<file path="config.mk">
export PLATFORM = sky130hd
export DESIGN_NAME = note_scheduler_flat
export DESIGN_NICKNAME = d
export VERILOG_FILES = /design/src/rtl/note_scheduler_if.sv /design/src/rtl/note_scheduler.sv /design/src/flat_wrapper.sv
export SDC_FILE = /design/constraint.sdc
export NUM_CORES = 1
export LEC_CHECK = 0
export ABC_AREA = 1
export BUFFER_PORTS_ARGS = -buffer_cell sky130_fd_sc_hd__buf_4
export CORE_AREA = 4 4 106 108
export DETAILED_ROUTE_END_ITERATION = 7
export DIE_AREA = 0 0 110 112
export GPL_TIMING_DRIVEN = 0
export PLACE_DENSITY = 0.79
export SYNTH_ARGS = -nofsm -noshare
export SYNTH_HDL_FRONTEND = slang
export SYNTH_SLANG_ARGS = --single-unit
export TNS_END_PERCENT = 10
</file>
<file path="constraint.sdc">
create_clock -name CLOCK_25 -period 2.8 [get_ports CLOCK_25]
set_input_delay 0.84 -clock CLOCK_25 [delete_from_list [all_inputs] [get_ports CLOCK_25]]
set_output_delay 0.84 -clock CLOCK_25 [all_outputs]
set_load 0.02 [all_outputs]
</file>
<file path="src/rtl/note_scheduler_if.sv">
// Pattern-request bus between the note scheduler and its falling-row slots.
//   req         : per-slot pattern request, held high until granted (slot -> scheduler)
//   grant       : one-hot, one-cycle grant (scheduler -> slot)
//   pattern_out : 4-bit lane pattern, valid in the grant cycle (scheduler -> slot)
// master = scheduler side, slave = slot side.
interface note_scheduler_if #(
  parameter int unsigned NUM_SLOTS = 4
) ();
  logic [NUM_SLOTS-1:0] req;
  logic [NUM_SLOTS-1:0] grant;
  logic [3:0]           pattern_out;

  modport master (input req, output grant, output pattern_out);
  modport slave  (output req, input grant, input pattern_out);
endinterface

</file>
<file path="src/rtl/note_scheduler.sv">
// Central sequencer for the four-lane falling-note game.
// Owns the game FSM, the shared step_tick divider, a round-robin pattern arbiter fed by a
// 16-bit Galois LFSR, the score accumulator and end-of-song drain.
//
// Ports:
//   CLOCK_25   : system clock
//   reset      : asynchronous active-low reset
//   start      : pulse, starts/restarts a song
//   pause      : pulse, toggles PLAYING/PAUSED
//   hit, miss  : per-slot score / miss pulses
//   slots      : request/grant/pattern bus (note_scheduler_if.master)
//   step_tick  : one-cycle row-advance pulse
//   slot_reset : one-cycle pulse after any start
//   score      : saturating score
//   combo      : current combo (0 unless COMBO_EN)
//   state      : 0 IDLE, 1 PLAYING, 2 PAUSED, 3 GAME_OVER
//   done       : high while GAME_OVER
//
// Optional feature: define COMBO_EN to enable the combo counter, the miss input and the
// doubled per-hit value once combo >= 10.
module note_scheduler #(
  parameter int unsigned NUM_SLOTS      = 4,
  parameter int unsigned TICK_DIV       = 200000,
  parameter int unsigned NOTES_PER_SONG = 64,
  parameter int unsigned DRAIN_TICKS    = 480,
  parameter int unsigned SCORE_W        = 16,
  parameter logic [15:0] LFSR_SEED      = 16'hACE1
) (
  input  logic                 CLOCK_25,
  input  logic                 reset,
  input  logic                 start,
  input  logic                 pause,
  input  logic [NUM_SLOTS-1:0] hit,
  input  logic [NUM_SLOTS-1:0] miss,
  note_scheduler_if.master     slots,
  output logic                 step_tick,
  output logic                 slot_reset,
  output logic [SCORE_W-1:0]   score,
  output logic [7:0]           combo,
  output logic [1:0]           state,
  output logic                 done
);

  localparam int unsigned DivW   = (TICK_DIV > 1) ? $clog2(TICK_DIV) : 1;
  localparam int unsigned NoteW  = $clog2(NOTES_PER_SONG + 1);
  localparam int unsigned DrainW = $clog2(DRAIN_TICKS + 1);
  localparam int unsigned PtrW   = $clog2(NUM_SLOTS);
  localparam int unsigned CntW   = $clog2(NUM_SLOTS + 1);
  localparam int unsigned SumW   = SCORE_W + 1;
  localparam logic [DivW-1:0]   DivMax   = DivW'(TICK_DIV - 1);
  localparam logic [NoteW-1:0]  NoteMax  = NoteW'(NOTES_PER_SONG);
  localparam logic [DrainW-1:0] DrainMax = DrainW'(DRAIN_TICKS);
  localparam logic [15:0]       LfsrTaps = 16'hB400;

  typedef enum logic [1:0] {
    StIdle     = 2'd0,
    StPlaying  = 2'd1,
    StPaused   = 2'd2,
    StGameOver = 2'd3
  } state_e;

  state_e               state_q, state_d;
  logic [DivW-1:0]      div_q, div_d;
  logic                 tick_q, tick_d;
  logic [DrainW-1:0]    drain_q, drain_d;
  logic [NoteW-1:0]     note_q, note_d;
  logic [15:0]          lfsr_q, lfsr_d;
  logic [3:0]           pat_q, pat_d;
  logic [NUM_SLOTS-1:0] req_q, grant_q, grant_d;
  logic [PtrW-1:0]      rr_q, rr_d;
  logic [SCORE_W-1:0]   score_q, score_d;
  logic [7:0]           combo_q, combo_d;
  logic                 slot_reset_q;

  logic                 run, notes_done, drain_end, grant_en, gnt_any;
  logic [PtrW-1:0]      gnt_idx;
  logic [NUM_SLOTS-1:0] req_avail;
  logic [CntW-1:0]      hit_cnt;

  // A "run" cycle keeps playing: no start/pause is pending that would change the state.
  always_comb begin
    run        = (state_q == StPlaying) && !start && !pause;
    notes_done = (note_q == NoteMax);
  end

  // Tick divider and drain counter.
  always_comb begin
    div_d     = div_q;
    tick_d    = 1'b0;
    drain_d   = drain_q;
    drain_end = 1'b0;
    if (start || state_q == StIdle || state_q == StGameOver) begin
      div_d = '0;
    end else if (run) begin
      div_d  = (div_q == DivMax) ? '0 : div_q + 1'b1;
      tick_d = (div_d == DivMax);
    end
    if (start) begin
      drain_d = '0;
    end else if (tick_d && notes_done && drain_q != DrainMax) begin
      drain_d = drain_q + 1'b1;
    end
    drain_end = run && notes_done && (drain_d == DrainMax);
  end

  // Round-robin arbiter. The slot granted last cycle is masked because its registered
  // request still shows the level it held before it saw the grant.
  always_comb begin
    logic [PtrW-1:0] idx;
    idx       = '0;
    grant_en  = run && !drain_end;
    req_avail = req_q & ~grant_q;
    grant_d   = '0;
    gnt_idx   = '0;
    gnt_any   = 1'b0;
    if (grant_en) begin
      for (int unsigned k = 0; k < NUM_SLOTS; k++) begin
        idx = PtrW'((32'(rr_q) + k) % NUM_SLOTS);
        if (!gnt_any && req_avail[idx]) begin
          gnt_any      = 1'b1;
          gnt_idx      = idx;
          grant_d[idx] = 1'b1;
        end
      end
    end
    rr_d = rr_q;
    if (gnt_any) begin
      rr_d = (gnt_idx == PtrW'(NUM_SLOTS - 1)) ? '0 : gnt_idx + 1'b1;
    end
  end

  // Pattern generation; grants past the song length carry an empty pattern.
  always_comb begin
    lfsr_d = lfsr_q;
    note_d = note_q;
    pat_d  = '0;
    if (start) begin
      lfsr_d = LFSR_SEED;
      note_d = '0;
    end else if (gnt_any && !notes_done) begin
      lfsr_d = lfsr_q[0] ? ((lfsr_q >> 1) ^ LfsrTaps) : (lfsr_q >> 1);
      note_d = note_q + 1'b1;
      pat_d  = (lfsr_q[3:0] != 4'd0) ? lfsr_q[3:0] : (4'b0001 << lfsr_q[5:4]);
    end
  end

  // Score and combo.
  always_comb begin
    logic [SumW-1:0] add;
    logic [SumW-1:0] sum;
    hit_cnt = '0;
    for (int unsigned i = 0; i < NUM_SLOTS; i++) begin
      hit_cnt = hit_cnt + CntW'(hit[i]);
    end
    score_d = score_q;
    combo_d = combo_q;
    add     = '0;
    sum     = '0;
    if (start) begin
      score_d = '0;
      combo_d = '0;
    end else if (state_q == StPlaying) begin
      add = SumW'(hit_cnt);
`ifdef COMBO_EN
      if (combo_q >= 8'd10) add = add << 1;
      if (|miss) begin
        combo_d = '0;
      end else begin
        combo_d = ({1'b0, combo_q} + 9'(hit_cnt) > 9'd255) ? 8'hFF : combo_q + 8'(hit_cnt);
      end
`endif
      sum     = {1'b0, score_q} + add;
      score_d = sum[SCORE_W] ? '1 : sum[SCORE_W-1:0];
    end
  end

`ifndef COMBO_EN
  logic unused_miss;
  assign unused_miss = ^miss;
`endif

  // FSM next state; start wins over pause.
  always_comb begin
    state_d = state_q;
    case (state_q)
      StIdle:     if (start) state_d = StPlaying;
      StPlaying: begin
        if (start)          state_d = StPlaying;
        else if (pause)     state_d = StPaused;
        else if (drain_end) state_d = StGameOver;
      end
      StPaused:   if (start || pause) state_d = StPlaying;
      StGameOver: if (start) state_d = StPlaying;
      default:    state_d = StIdle;
    endcase
  end

  // FSM state register.
  always_ff @(posedge CLOCK_25 or negedge reset) begin
    if (!reset) state_q <= StIdle;
    else        state_q <= state_d;
  end

  // FSM outputs.
  always_comb begin
    state = state_q;
    done  = (state_q == StGameOver);
  end

  always_ff @(posedge CLOCK_25 or negedge reset) begin
    if (!reset) begin
      div_q        <= '0;
      tick_q       <= 1'b0;
      drain_q      <= '0;
      note_q       <= '0;
      lfsr_q       <= LFSR_SEED;
      pat_q        <= '0;
      req_q        <= '0;
      grant_q      <= '0;
      rr_q         <= '0;
      score_q      <= '0;
      combo_q      <= '0;
      slot_reset_q <= 1'b0;
    end else begin
      div_q        <= div_d;
      tick_q       <= tick_d;
      drain_q      <= drain_d;
      note_q       <= note_d;
      lfsr_q       <= lfsr_d;
      pat_q        <= pat_d;
      req_q        <= slots.req;
      grant_q      <= grant_d;
      rr_q         <= rr_d;
      score_q      <= score_d;
      combo_q      <= combo_d;
      slot_reset_q <= start;
    end
  end

  always_comb begin
    slots.grant       = grant_q;
    slots.pattern_out = pat_q;
    step_tick         = tick_q;
    slot_reset        = slot_reset_q;
    score             = score_q;
    combo             = combo_q;
  end

endmodule

</file>
<file path="src/flat_wrapper.sv">
// flat-port wrapper written by rule: the top's interface ports become plain ports
module note_scheduler_flat 
#(
  parameter int unsigned NUM_SLOTS      = 4,
  parameter int unsigned TICK_DIV       = 200000,
  parameter int unsigned NOTES_PER_SONG = 64,
  parameter int unsigned DRAIN_TICKS    = 480,
  parameter int unsigned SCORE_W        = 16,
  parameter logic [15:0] LFSR_SEED      = 16'hACE1
)
  (CLOCK_25, reset, start, pause, hit, miss, step_tick, slot_reset, score, combo, state, done, slots_req, slots_grant, slots_pattern_out);
  note_scheduler_if #(.NUM_SLOTS(NUM_SLOTS)) slots_i ();
  input  logic CLOCK_25;
  input  logic reset;
  input  logic start;
  input  logic pause;
  input  logic [NUM_SLOTS-1:0] hit;
  input  logic [NUM_SLOTS-1:0] miss;
  output logic step_tick;
  output logic slot_reset;
  output logic [SCORE_W-1:0] score;
  output logic [7:0] combo;
  output logic [1:0] state;
  output logic done;
  input wire logic [$bits(slots_i.req)-1:0] slots_req;
  output wire logic [$bits(slots_i.grant)-1:0] slots_grant;
  output wire logic [$bits(slots_i.pattern_out)-1:0] slots_pattern_out;
  assign slots_i.req = slots_req;
  assign slots_grant = slots_i.grant;
  assign slots_pattern_out = slots_i.pattern_out;
  note_scheduler #(.NUM_SLOTS(NUM_SLOTS), .TICK_DIV(TICK_DIV), .NOTES_PER_SONG(NOTES_PER_SONG), .DRAIN_TICKS(DRAIN_TICKS), .SCORE_W(SCORE_W), .LFSR_SEED(LFSR_SEED)) u_core (.CLOCK_25(CLOCK_25), .reset(reset), .start(start), .pause(pause), .hit(hit), .miss(miss), .slots(slots_i), .step_tick(step_tick), .slot_reset(slot_reset), .score(score), .combo(combo), .state(state), .done(done));
endmodule
</file>
======== Word level (Yosys, flattened, before mapping) ========
Index checks and enable logic that the tools add are counted.
Widths: inputs -> output; s select.
storage, ports and cells
  memory bits (writable) .................. 0
  bits of input ports ..................... 16
  bits in registers ....................... 84
  memories kept ........................... 0
  memory bits (read-only) ................. 0
  logic and storage cells ................. 144
  bits in latches ......................... 0
  output and inout port bits .............. 37
cells by class
  shift operators ......................... 1
  muxes and demuxes ....................... 62
  multiply operators ...................... 0
  $lt $le $gt $ge ......................... 8
  bitwise logic cells ..................... 6
  add/sub/neg operators ................... 11
  reductions and logical operators ........ 32
  div/mod/pow operators ................... 0
  equal/unequal tests ..................... 12
operator list
  kind                   count
  $mux 16                6
  $mux 18                3
  $mux 4                 11
  $eq 18x18->1 const B   2
  $mux 2                 11
  $add 18x1->18 const B  1
  $mux 1                 18
  $mux 9                 2
  $add 16x3->17          1
  $logic_and 1x1->1      15
  $mux 7                 2
  $lt 2x3->1 const B     4
  $or 4x4->4             3
  $add 9x1->9 const B    1
  $eq 9x9->1 const B     1
  $ne 9x9->1 const B     1
  $bmux 1 s2             4
  $demux 1 s2            4
  $ge 2x1->1 const B     4
  $add 7x1->7 const B    1
  $eq 7x7->1 const B     1
  $logic_not 1->1        7
  $add 3x1->3            2
  $eq 2x2->1 const B     3
  17 further kinds       24

======== Longest topological paths before layout ========
Gate-level depths: netlist (run 1).
  depth in word-level cells ............... 29
  depth in mapped cells ................... 23
  mapped depth without buffers ............ 23

======== Worst setup path before layout (run 1) ========
OpenSTA, ideal clock, no wires.
  path kind ............................... input to register
  start ................................... input port hit[0]
  end ..................................... register u_core.score_q[15] (netlist: u_core.score[15])
  required time ........................... 2669 ps
  slack ................................... -785 ps
  setup time .............................. 131 ps
  arrival ................................. 3453 ps
  buffers on the path ..................... 0
  stages .................................. 16
  cell sequence ........................... ha_1 inv_1 fa_1 inv_1 ha_1 ha_1 a31oi_1 nor3_1 nand3_1 nor2_1 inv_1 nor3_1 nand4_1 xor2_1 o21ai_0 o21ai_0
on the way
  cells in the longest elaborated chain, start to end .. 7
ends and longest elaborated chain
  what                      RTL line               source
  from (decl)               flat_wrapper.sv:17     input logic [NUM_SLOTS-1:0] hit;
  $add 1x1->2               note_scheduler.sv:153  hit_cnt = hit_cnt + CntW'(hit[i]);
  $add 3x1->3 (2 in a row)  note_scheduler.sv:153
  $add 16x3->17             note_scheduler.sv:172  sum = {1'b0, score_q} + add;
  $mux 16                   note_scheduler.sv:173  score_d = sum[SCORE_W] ? '1 : sum[SCORE_W-1:0];
  $mux 16                   note_scheduler.sv:162  end else if (state_q == StPlaying) begin
  $mux 16                   note_scheduler.sv:159  if (start) begin
  to (signal assigned)      note_scheduler.sv:234  score_q <= score_d;
  to (decl)                 note_scheduler.sv:71   logic [SCORE_W-1:0] score_q, score_d;
No other way between the ends. The select of a mux whose other input is x is not followed.
A chain may end at the register's enable or synchronous reset.

======== Worst setup path in the final report (run 1) ========
  start ................................... input port hit[1]
  end ..................................... register u_core.score_q[13] (netlist: u_core.score[13])
The elaborated chain is that of the path after synthesis.

==> results of run 1 <==
==> flip-flops by register name, summed over array words and instances (netlist names), 4 cells and up <==
signal	flops
u_core.slots.grant	4
u_core.note_q	7
u_core.drain_q	9
u_core.score	16
u_core.lfsr_q	16
u_core.slots.pattern_out	4
u_core.div_q	18
u_core.req_q	4
==> worst max-delay path by stage <==
stage | end | cells after the start | startpoint | slack (ns)
2_1_floorplan | u_core.score[15]$_DFFE_PN0P_ | 16 | hit[1] | -0.49
3_3_place_gp | u_core.lfsr_q[3]$_DFFE_PN0P_ | 20 | start | -0.94
3_5_place_dp | u_core.lfsr_q[1]$_DFFE_PN0P_ | 20 | start | -0.98
4_1_cts | u_core.score[13]$_DFFE_PN0P_ | 17 | hit[1] | -0.35
5_1_grt | u_core.note_q[5]$_DFFE_PN0P_ | 24 | u_core.div_q[0]$_DFFE_PN0P_ | -0.47
6_report | u_core.score[13]$_DFFE_PN0P_ | 17 | hit[1] | -0.26
==> layout make-up <==
type / count / area, sq um / area share
plain buffers: 25 / 209 / 0.0296
clock buffers: 9 / 124 / 0.0176
clock inverters: 7 / 106 / 0.0151
inverters: 105 / 394 / 0.0559
multi-input cells: 505 / 3200 / 0.454
flip-flops and latches: 84 / 2120 / 0.300
well taps: 136 / 170 / 0.0241
repair buffers: 89 / 732 / 0.104
==> metrics by stage <==
stage / cell area [sq um] / worst slack (ns)
6_report: 7050 / -0.259
5_1_grt: 7050 / -0.470
4_1_cts: 6900 / -0.348
3_5_place_dp: 6090 / -0.979
3_3_place_gp: 6090 / -0.943
2_1_floorplan: 5620 / -0.486
==> power groups by stage <==
stage               Combinational (mW)  Clock (mW)  Sequential, mW
floorplan                        0.975           0            1.55
global placement                  1.33           0            1.51
detailed placement                1.41           0            1.52
CTS                               1.59        1.04            1.51
global route                      1.82        1.09            1.54
finish                            1.65        1.02            1.51
==> routing by layer <==
| metal | track usage | wire length [microns] | part of all wire | vias to the layer above |
|---|---|---|---|---|
| met2 | 0.422 | 7600 | 0.51 | 231 |
| met4 | 0.0973 | 404 | 0.027 | 0 |
| met1 | 0.292 | 5930 | 0.40 | 2586 |
| met3 | 0.0533 | 896 | 0.060 | 39 |
| li1 | - | - | - | 2528 |
| met5 | 0 | 0 | 0 | - |
==> worst max-delay path: cells and delay by family <==
kind | cells | cell delay (ns)
xor+xnor | 1 | 0.18
compound gates | 3 | 0.30
buf+inv | 4 | 0.25
fa+ha+maj | 4 | 1.05
simple gates | 5 | 0.68
==> cells by family after synthesis <==
kind of cell,after synthesis
flip-flops,84
other,1
buffers and inverters,132
XOR/XNOR,20
AO/OA/AOI/OAI,89
adder cells (fa/ha/maj),25
AND/OR/NAND/NOR,363
==> layout by cell type, fill, tap and decap left out, types with 8 or more instances in the layout <==
master and count:
buf_4 92, clkbuf_8 9, conb_1 8, dfrtp_1 73
dfstp_2 8, ha_1 16, inv_1 95, inv_2 9
nand2_1 138, nand2_2 22, nand3_1 38, nand3_2 31
nand4_1 27, nor2_1 51, nor2_2 9, nor2_4 11
o21ai_0 36, o21ai_1 10, o22ai_1 18, xor2_1 16
==> what timing repair did <==
item	4_1_cts	5_1_grt
resized for setup	54	39
hold endpoints to repair	0	0
endpoints found under the setup margin	51	52
pin swaps	29	22
setup buffers	41	4
cloned	4	0
==> results.txt, run 1 <==
The setup path with the least slack is of type in -> reg. STA classifies the critical path startpoint as a primary input. The final layout net count came out at 860. The die covers 12300 sq um.

For this block, the via count after detailed routing is 5384. The number of buffers created by CTS came out at 9. Counting along the longest clock path gives a buffer depth of 2. The compound-cell area share of the yosys netlist came out at 0.0942. The final critical delay including setup and external delays is 3.06 ns. After synthesis the cells add up to 5480 sq um. The part of the power in combinational logic came out at 0.395.

The top-level I/O count came out at 53. The peak clock frequency supported by timing is 327 MHz. The transition time at the pin with the least slew margin came out at 1.09 ns. The H-tree level count came out at 3. The slack of the worst reg-to-reg path is -0.26 ns. The number of buffers inserted for hold repair after clock tree synthesis came out at 0. The maximum vdd ir drop is 0.330 mV. In this run the clock root is driven by a clkbuf_8. Across the run, the number of max-cap violations was 0.

The final critical-path setup slack came out at -0.259 ns. The largest family of logic cells by synthesized area is simple AND/OR/NAND/NOR gates. The core region is 10200 sq um. The total wirelength of the detailed-routed design came out at 14800 microns. The design draws 4.18 mW. The distinct cell type count after synthesis is 45. Detailed placement ended at an HPWL of 9540 microns. The routed via count divided by cell count is 5.61.

From synthesis to final layout, the design area changed by 28.7%. Measured on the finished design, the core utilization comes to 0.689. The post-detailed-route DRC marker count is 0. The number of design-rule violations left by the first detailed-router iteration came out at 388. The worst register-to-register path ends at u_core.note_q[5]$_DFFE_PN0P_. For this design the static power due to leakage is 3.39 nW.

The number of setup violations in the final report came out at 44. The final global-route overflow total is 0. The count of synthesis-stage warnings from yosys came out at 0. The first global-routing pass estimated 24400 microns of wire.

After synthesis the netlist holds a flip-flop and latch count of 84. Setup repair after global routing could not meet its margin everywhere. Across every metal layer, demand over resource in global routing totals 0.245.

The reported net switching power came out at 1.66 mW. The proportion of synthesized flip-flops having asynchronous set or reset came out at 1.00. The sum of negative setup slack came out at -7.61 ns.

The startpoint identified for the worst hold timing path is u_core.lfsr_q[6]$_DFFE_PN1P_. The count of TritonRoute iterations in the first routing pass came out at 6. The number of endpoints with negative hold slack in the final report is 0.

The number of slew-limit violations in the final report is 0. The count of non-filler cells in the finished layout came out at 960. In this run the worst path has a maximum fanout of 3. The count of cells along the worst register-to-register path is 24. The starting utilization of the core area came out at 0.536. The portion of netlist area occupied by mux cells came out at 0.

Among all cell types in the netlist, the one instantiated most often is nand2_1. The die is 110 microns wide. The power per standard cell area is 593 nW/um^2. For this run, the register share of the synthesized area comes to 0.385. The number of buffers inserted by port buffering is 40. On the worst path, the slowest cell contributes a delay of 0.32 ns. The clock transition at the registers of the reported paths came out at 0.09 ns.

The number of inserted filler cells in the final layout came out at 785. The min-delay analysis places its worst path in the category reg -> reg. The worst register-to-register path begins at u_core.div_q[0]$_DFFE_PN0P_. Including well taps, the total number of placed cells is 897. TritonCTS built the clock tree. The adder-cell area share of the yosys netlist is 0.0598. The number of standard-cell rows in the floorplan came out at 37. The global placement routability congestion came out at 0.873. The final hold slack is 0.481 ns. The end point of the worst hold path is u_core.lfsr_q[6]$_DFFE_PN1P_. The repair_antennas step left the layout with diodes totalling 0. The number of global-route vias before repair is 5437. Of the total synthesized cell area, the portion taken by AND, OR, NAND and NOR gates is 0.320.

Traced cell by cell, the critical path runs through buf_6 > ha_4 > inv_2 > fa_2 > inv_2 > ha_4 > ha_4 > a31oi_4 > nor3_4 > nand3_2 > nor2_4 > inv_2 > nor3_4 > nand2_1 > xor2_1 > o21ai_1 > o21ai_1. The remaining max-slew budget at the tightest pin came out at 0.275. The maximum number of pins on one net before global-route repair came out at 85. Of the total synthesized cell area, the portion taken by XOR and XNOR cells is 0.0319. Cell internal power was estimated by the tool at 2.53 mW. The required time at the worst-slack endpoint came out at 3.05 ns. The initial antenna violation count was 0. The clock net sink count is 84. Of the total power, the share spent switching nets is 0.396.

The cell type with the largest total area after synthesis is dfrtp_1. The checks that failed: setup timing. The number of synthesized flops with an enable pin came out at 0. Of the total power, registers draw 0.362.

Of the total power, the clock network draws 0.243. The residual antenna-violating net count after detailed routing is 0. For this run, the leading register cell type out of synthesis is dfrtp_1. Yosys attributes the largest share of cell area to dfrtp_1, nand2_1, inv_1, ha_1, nand3_1. The part of the cycle the worst path needs came out at 1.09. The fraction of layout cells with a size suffix above 1 is 0.311. The top cell type's share of synthesized area is 0.347. The instance count of the mapped netlist came out at 714. The insertion delay to the later sink of the worst-skew pair is 0.38 ns.

The arrival time at the worst endpoint came out at 3.31 ns. The die is 112 microns tall. The mean instance size in the synthesized netlist came out at 7.68 sq um.

The largest clock skew in the final design came out at 0.0117 ns. In the synthesized netlist, the cells that appear most often are nand2_1, inv_1, dfrtp_1, nor2_1, nand3_1. The average wire length per cell after detail routing is 15.5 microns. The run finished, with violations left. The number of cells on the worst hold path came out at 2. The worst-path cell with the longest stage delay is fa_2. The worst setup path is captured at a flip-flop.
(Power assumes the default switching activity.)
==> run 2, diff against run 1 <==
Settings changed: GPL_TIMING_DRIVEN 0 to not set, SETUP_SLACK_MARGIN set to 0.4.
==> run 2 against run 1 <==
The run still ends with setup timing left. Combinational power about the same. Die area unchanged. Critical path depth stayed put. Sequential cell count did not move. Sequential share of layout area fell by 0.60 points. Clock skew grew 0.00072 ns. Worst hold slack lost 0.11 ns. Design area rose by 2.0%. Via count decreased by 1.4%. Core utilization up 1.4 points. Critical path type unchanged.
==> results.txt, run 2 (synthesis gave the netlist of run 1 again) <==
The average wire length per cell after detail routing is 14.7 microns. The finished cells cover 7190 sq um. The global-route wire length before repair came out at 22600 microns. The number of standard-cell rows in the floorplan is 37.

The layout overhead on the synthesized area is 31.2%. The number of antenna diodes in the final layout is 0. In this run the horizontal extent of the chip is 110 microns. The maximum number of pins on one net before global-route repair came out at 43.

The library cell used most frequently in the layout, excluding fill and tap cells, is nand2_1. The fraction of layout cells with a size suffix above 1 is 0.338. The flow ran to the end, but the final reports show violations. Buffers inserted to repair hold after CTS numbered 0. The H-tree was split into 3 levels. Of the total power, registers draw 0.373. In this run the static leakage power is 3.44 nW.

The first detailed-routing pass took 5 iterations. The number of buffers inserted by port buffering came out at 40. The core utilization of the finished layout is 0.703. Of the total power, the clock network draws 0.209. The worst setup path is of the in -> reg kind.

The maximum clock path buffer count came out at 2. Clock tree synthesis selected as its root buffer the cell clkbuf_8. The core region is 10200 sq um. Internal power comes to 2.40 mW. Data arrives at the worst endpoint at 3.44 ns.

The post-detailed-route DRC marker count came out at 0. IR analysis of the VDD net gives a maximum drop of 0.364 mV. Broken down by cell family, the worst path's largest delay share belongs to adder cells. Along the worst path, the maximum fanout reaches 3. The detailed router put a total of 5950 microns of wire on met1. The required time at the worst-slack endpoint is 3.05 ns. The final critical-path setup slack is -0.388 ns. Detailed routing placed a total of 788 microns of wire on met3.

Max-cap violations in this run came to 0. 53 I/O pins were placed. The kind of launch point of the worst setup path is a primary input.

The global placement routability congestion is 0.926. The number of design-rule violations left by the first detailed-router iteration is 406. The area of placed instances came out at 6450 sq um. The number of endpoints with negative hold slack in the final report came out at 0. The detailed router used layers up to and including met4. At the pin with the least slew margin, the transition time is 0.596 ns.

The sum of negative setup slack is -8.21 ns. In this run the remaining antenna-violating nets after routing total 0. The clock net sink count is 84. The detailed placer's ending HPWL is 9670 microns. The number of clock buffers added by TritonCTS is 9.

The final critical delay including setup and external delays came out at 3.19 ns. The total number of vias came out at 5307. In the layout the commonest cells are nand2_1, buf_4, inv_1. The final reports fail on setup timing. In this design, the stage delay of the slowest critical-path cell is 0.32 ns.

Wire segments on met2 add up to 7460 microns in the final route. The worst setup path is captured at a flip-flop. Dividing the final minimum period by the clock period gives 1.14. Setup violations remaining at the end of the flow were counted as 50. The final layout net count came out at 875. The number of global-route vias before repair is 5225. The part of the power in combinational logic came out at 0.418. The later pin in the worst-skew pair is clocked with a latency of 0.37 ns. The worst-path cell with the longest stage delay is fa_2.

The number of slew-limit violations in the final report is 0. More flip-flops sit in one register than any other, and that register is u_core.div_q. Setup repair after global routing could not meet its margin everywhere. The path class of the tightest hold or removal check is in -> async. Headroom to the max-slew limit came out at 0.603.

The design draws 4.02 mW. The clock tree from TritonCTS is done. The initial antenna violation count came to 0.

The signal on the critical path passes through buf_6 > ha_4 > inv_2 > fa_2 > inv_2 > ha_4 > ha_4 > a31oi_4 > nor3_2 > nand3_1 > nor2_2 > inv_2 > nor3_4 > nand4_1 > xor2_1 > o21ai_1 > o21ai_1. The peak clock frequency supported by timing is 314 MHz. The sum of buffers and inverters on the critical path came out at 4. The largest clock skew in the final design came out at 0.0124 ns. The starting utilization of the core area came out at 0.536. The die area came out at 12300 sq um. Dividing total power by cell area gives a power density of 559 nW/um^2. The total wirelength of the detailed-routed design came out at 14300 microns. Using the TritonRoute via totals, the vias-per-cell ratio works out to 5.44. The flip-flop count of the largest register after layout came out at 18. The die height is 112 microns. For this run, the total global-route usage over all layers was measured as 0.224. The clock transition at the registers of the reported paths came out at 0.09 ns. Of the total power, the share spent switching nets is 0.404. The reported net switching power came out at 1.62 mW. The final global-route overflow total came out at 0.
==> run 2: changes by cell type in the layout (fill, tap and decap cells not counted), sizes merged <==
cell      delta
buf         +17
bufinv       -2
clkbuf       -1
clkinv       +1
clkinvlp     +1
inv          -1
==> run 2: what timing repair did <==
action	in CTS	in global routing
cloned	0	2
buffers inserted	5	11
pin swaps	9	30
resized for setup	33	72
setup endpoints to repair	54	59
==> run 2: area by class of cell <==
type | count | area (sq um)
clock inverters | 6 | 47.5
inverters | 105 | 397
clock buffers | 10 | 138
flip-flops and latches | 84 | 2110
multi-input cells | 505 | 3240
well taps | 136 | 170
fillers | 780 | 3040
repair buffers | 129 | 1090
==> run 2: path summary, 6_finish.rpt <==
path                                              start                            to  slack [ns]  depth (start not counted)
max                                              hit[1]  u_core.score[15]$_DFFE_PN0P_       -0.39                         17
min                                               reset   u_core.div_q[7]$_DFFE_PN0P_        0.37                          1
max reg2reg                 u_core.div_q[1]$_DFFE_PN0P_  u_core.note_q[4]$_DFFE_PN0P_       -0.24                         21
min reg2reg                u_core.lfsr_q[6]$_DFFE_PN1P_  u_core.lfsr_q[6]$_DFFE_PN1P_        0.47                          2
max in group asynchronous                         reset  u_core.lfsr_q[5]$_DFFE_PN1P_        1.79                          2
min in group CLOCK_25      u_core.lfsr_q[6]$_DFFE_PN1P_  u_core.lfsr_q[6]$_DFFE_PN1P_        0.47                          2
==> run 2: routing by layer <==
metal,global-route usage,vias to the layer above
met4,0.0565,0
met2,0.386,175
li1,-,2546
met5,0,-
met3,0.0591,18
met1,0.276,2568
==> run 2: per-stage QoR <==
| step | worst slack, ns | cells | hold slack [ns] |
|---|---|---|---|
| final | -0.388 | 975 | 0.370 |
| after global routing | -0.440 | 975 | 0.372 |
| after CTS | -0.270 | 962 | 0.371 |
| after detailed placement | -0.817 | 941 | 0.469 |
| after global placement | -0.663 | 941 | 0.459 |
| after floorplan | -0.486 | 721 | 0.452 |
==> run 2: power groups by stage <==
stage	sequential [mW]	clock, mW	combinational, mW
2_1_floorplan	1.55	0	0.975
3_3_place_gp	1.51	0	1.47
3_5_place_dp	1.51	0	1.55
4_1_cts	1.49	0.868	1.60
5_1_grt	1.52	0.930	1.85
6_report	1.50	0.841	1.68
==> run 3, diff against run 2 <==
Settings changed: BUFFER_PORTS_ARGS -buffer_cell sky130_fd_sc_hd__buf_4 to not set, CORE_AREA 4 4 106 108 to 4 4 103 105, DIE_AREA 0 0 110 112 to 0 0 107 109, DONT_BUFFER_PORTS set to 1, PLACE_DENSITY 0.79 to 0.78.
==> run 3 against run 2 <==
The flow still finishes with violations (setup timing). Clock power increased by 7.1%. Sequential share of layout area grew 1.0 points. Die area shrank 5.3%. Clock-buffer cell count fell by 1. Sequential power up 3%. Non-clock buffer count shrank 33. Sequential cell count did not move. First-iteration DRC count fell by 23%. Design area is 3.2% lower. Global-route usage increased by 2.5 points. Cell count fell by 3.6%. Largest cell class unchanged.
==> results.txt, run 3 (synthesis gave the netlist of run 1 again) <==
The number of setup violations in the final report is 41. Walking the worst path, the cells encountered are buf_6 > nand2_4 > nor2_4 > nand2_4 > nor2_4 > nand2_2 > nand2_2 > nand2_2 > nor2_4 > nand2_1 > nor2_1 > nand3_1 > nor2_2 > buf_4 > nand3_2 > nand3_4 > nor2_4 > nand3_4 > nand4_4 > buf_6 > nand3_2 > nand2_1. The fraction of layout cells with a size suffix above 1 is 0.314. The largest clock skew in the final design is 0.0100 ns.

The final layout net count came out at 843. STA classifies the critical path startpoint as a flip-flop. The number of global-route vias before repair came out at 5199.

The remaining max-slew budget at the tightest pin is 0.437. The library cell appearing most often on the critical path is nor2_4. The total wirelength of the detailed-routed design came out at 14400 microns.

For this design the top-level I/O count stands at 53. The maximum number of pins on one net before global-route repair is 85. The worst hold-check path type is in -> async. The detailed placer's ending HPWL came out at 8880 microns. The global-route wire length before repair is 23400 microns. The number of buffers inserted for hold repair after clock tree synthesis is 0. Among all stages on the critical path, the largest delay is contributed by dfrtp_1. Broken down by cell family, the worst path's largest delay share belongs to simple AND/OR/NAND/NOR gates. The area of all placed cells without fillers came out at 6960 sq um.

The number of design-rule violations left by the first detailed-router iteration is 312. The number of buffers inserted by port buffering came out at 0. The sum of buffers and inverters on the critical path is 3. The category of the most critical setup path is reg -> reg. Once detail routing completed, the nets flagged for antenna violations numbered 0. The required time at the worst-slack endpoint is 3.07 ns. The starting utilization of the core area is 0.569. STA classifies the critical path endpoint as a flip-flop. The total of max-cap violations came out at 0.

The die is 109 microns tall. In the routed layout, each cell is associated on average with a via count of 5.52. The clock transition at the registers of the reported paths is 0.09 ns. The number of standard-cell rows in the floorplan came out at 36. The area of placed instances is 6100 sq um. After detailed routing, the number of remaining DRC violations is 0. The final critical-path setup slack is -0.291 ns.

The cell count along the critical path came out at 22. In this run the deepest clock path goes through 2 buffers. The final total power came out at 4.00 mW. The register with the most flip-flops in the final layout is u_core.div_q.

The insertion delay to the later sink of the worst-skew pair came out at 0.37 ns. The checks that failed: setup timing. The global placement routability congestion came out at 0.935.

The final critical delay including setup and external delays came out at 3.09 ns. The die area came out at 11700 sq um. The number of slew-limit violations in the final report came to 0. The pre-CTS worst setup slack is -0.692 ns. The initial antenna violation count came out at 0. The transition time at the pin with the least slew margin is 0.841 ns. The number of inserted diodes came out at 0.

The global-route total usage across every layer came out at 0.249. The number of cells after detailed placement came out at 896. Final hold analysis gives a worst-case slack of 0.156 ns.

The H-tree was split into 3 levels. The count of TritonRoute iterations in the first routing pass is 5. The average wire length per cell after detail routing is 15.3 microns.

The library cell used most frequently in the layout, excluding fill and tap cells, is nand2_1. TritonCTS built the clock tree. The run finished, with violations left.

The maximum vdd ir drop is 0.347 mV. The part of the cycle the worst path needs is 1.10. The tree is rooted in a clkbuf_8. The final global-route overflow total is 0.

The tree built by TritonCTS fans out to 84 sinks. Setup repair after global routing could not meet its margin everywhere. The arrival time at the worst endpoint is 3.36 ns.

The number of endpoints with negative hold slack in the final report is 0. The static leakage power is 3.26 nW. The die is 107 microns wide.

The area growth from synthesis to layout is 27.0%. The maximum cell stage delay along the critical path is 0.42 ns. The power per standard cell area is 574 nW/um^2.

The flip-flop count of the largest register after layout is 18. The number of buffers created by CTS came out at 9. The peak clock frequency supported by timing is 323 MHz. The maximum net fanout on the critical path is 8. The placeable core region is 9640 sq um.

In the layout the commonest cells are nand2_1, inv_1, buf_4. For this block, the via count after detailed routing is 5187. Measured in cells, the most critical reg-to-reg path has a length of 22. The count of non-filler cells in the finished layout is 940.
==> run 3: cell types whose count changed in the layout (fill, tap and decap cells not counted), sizes merged <==
cell	delta
clkinv	+1
clkinvlp	-1
buf	-32
clkbuf	-2
bufinv	+1
nand2	+1
==> run 3: worst register-to-register path: cells and delay by family, from the launching register on <==
family | cells | cell delay [ns]
flops | 1 | 0.42
simple gates | 19 | 2.01
buf+inv | 3 | 0.55
==> run 3: timing repair <==
item                                   CTS  global route
gates resized for setup                 54            69
setup endpoints to repair               54            60
gates cloned                             3             0
endpoints found under the hold margin    0             0
buffers inserted                        19             6
pin swaps                               36            33
==> run 3: path summary, 6_finish.rpt <==
| path | start | end | slack, ns |
|---|---|---|---|
| worst min-delay path | reset | u_core.div_q[7]$_DFFE_PN0P_ | 0.16 |
| max in group asynchronous | reset | u_core.lfsr_q[11]$_DFFE_PN1P_ | 2.41 |
| worst min register to register | u_core.lfsr_q[10]$_DFFE_PN1P_ | u_core.lfsr_q[10]$_DFFE_PN1P_ | 0.48 |
| worst max register to register | u_core.div_q[1]$_DFFE_PN0P_ | u_core.lfsr_q[9]$_DFFE_PN0P_ | -0.29 |
| worst max-delay path | u_core.div_q[1]$_DFFE_PN0P_ | u_core.lfsr_q[9]$_DFFE_PN0P_ | -0.29 |
| min in group CLOCK_25 | u_core.lfsr_q[10]$_DFFE_PN1P_ | u_core.lfsr_q[10]$_DFFE_PN1P_ | 0.48 |
==> run 3: cell type report <==
class                      count  area [sq um]
clock buffer                   9           124
clock inverter                 7          73.8
fill                         707          2680
inverter                     105           399
multi-input combinational    506          3310
sequential                    84          2120
tap                          133           166
timing repair buffer          96           773
==> run 3: per-layer routing <==
layer	GRT usage	vias to the layer above	wire length [microns]
li1	-	2491	-
met1	0.288	2521	5920
met2	0.442	141	7450
met3	0.0485	34	617
met4	0.121	0	434
met5	0	-	0
==> run 3: where the power goes <==
part           internal, mW  total [mW]  switching [mW]
clock network         0.420       0.901           0.481
logic                 0.608        1.55           0.940
registers              1.37        1.55           0.180
==> run 3: through the flow <==
step,utilization,setup TNS (ns)
finish,0.722,-9.20
global route,0.722,-16.59
CTS,0.697,-3.02
detailed placement,0.633,-15.53
global placement,0.633,-13.53
floorplan,-,-7.08
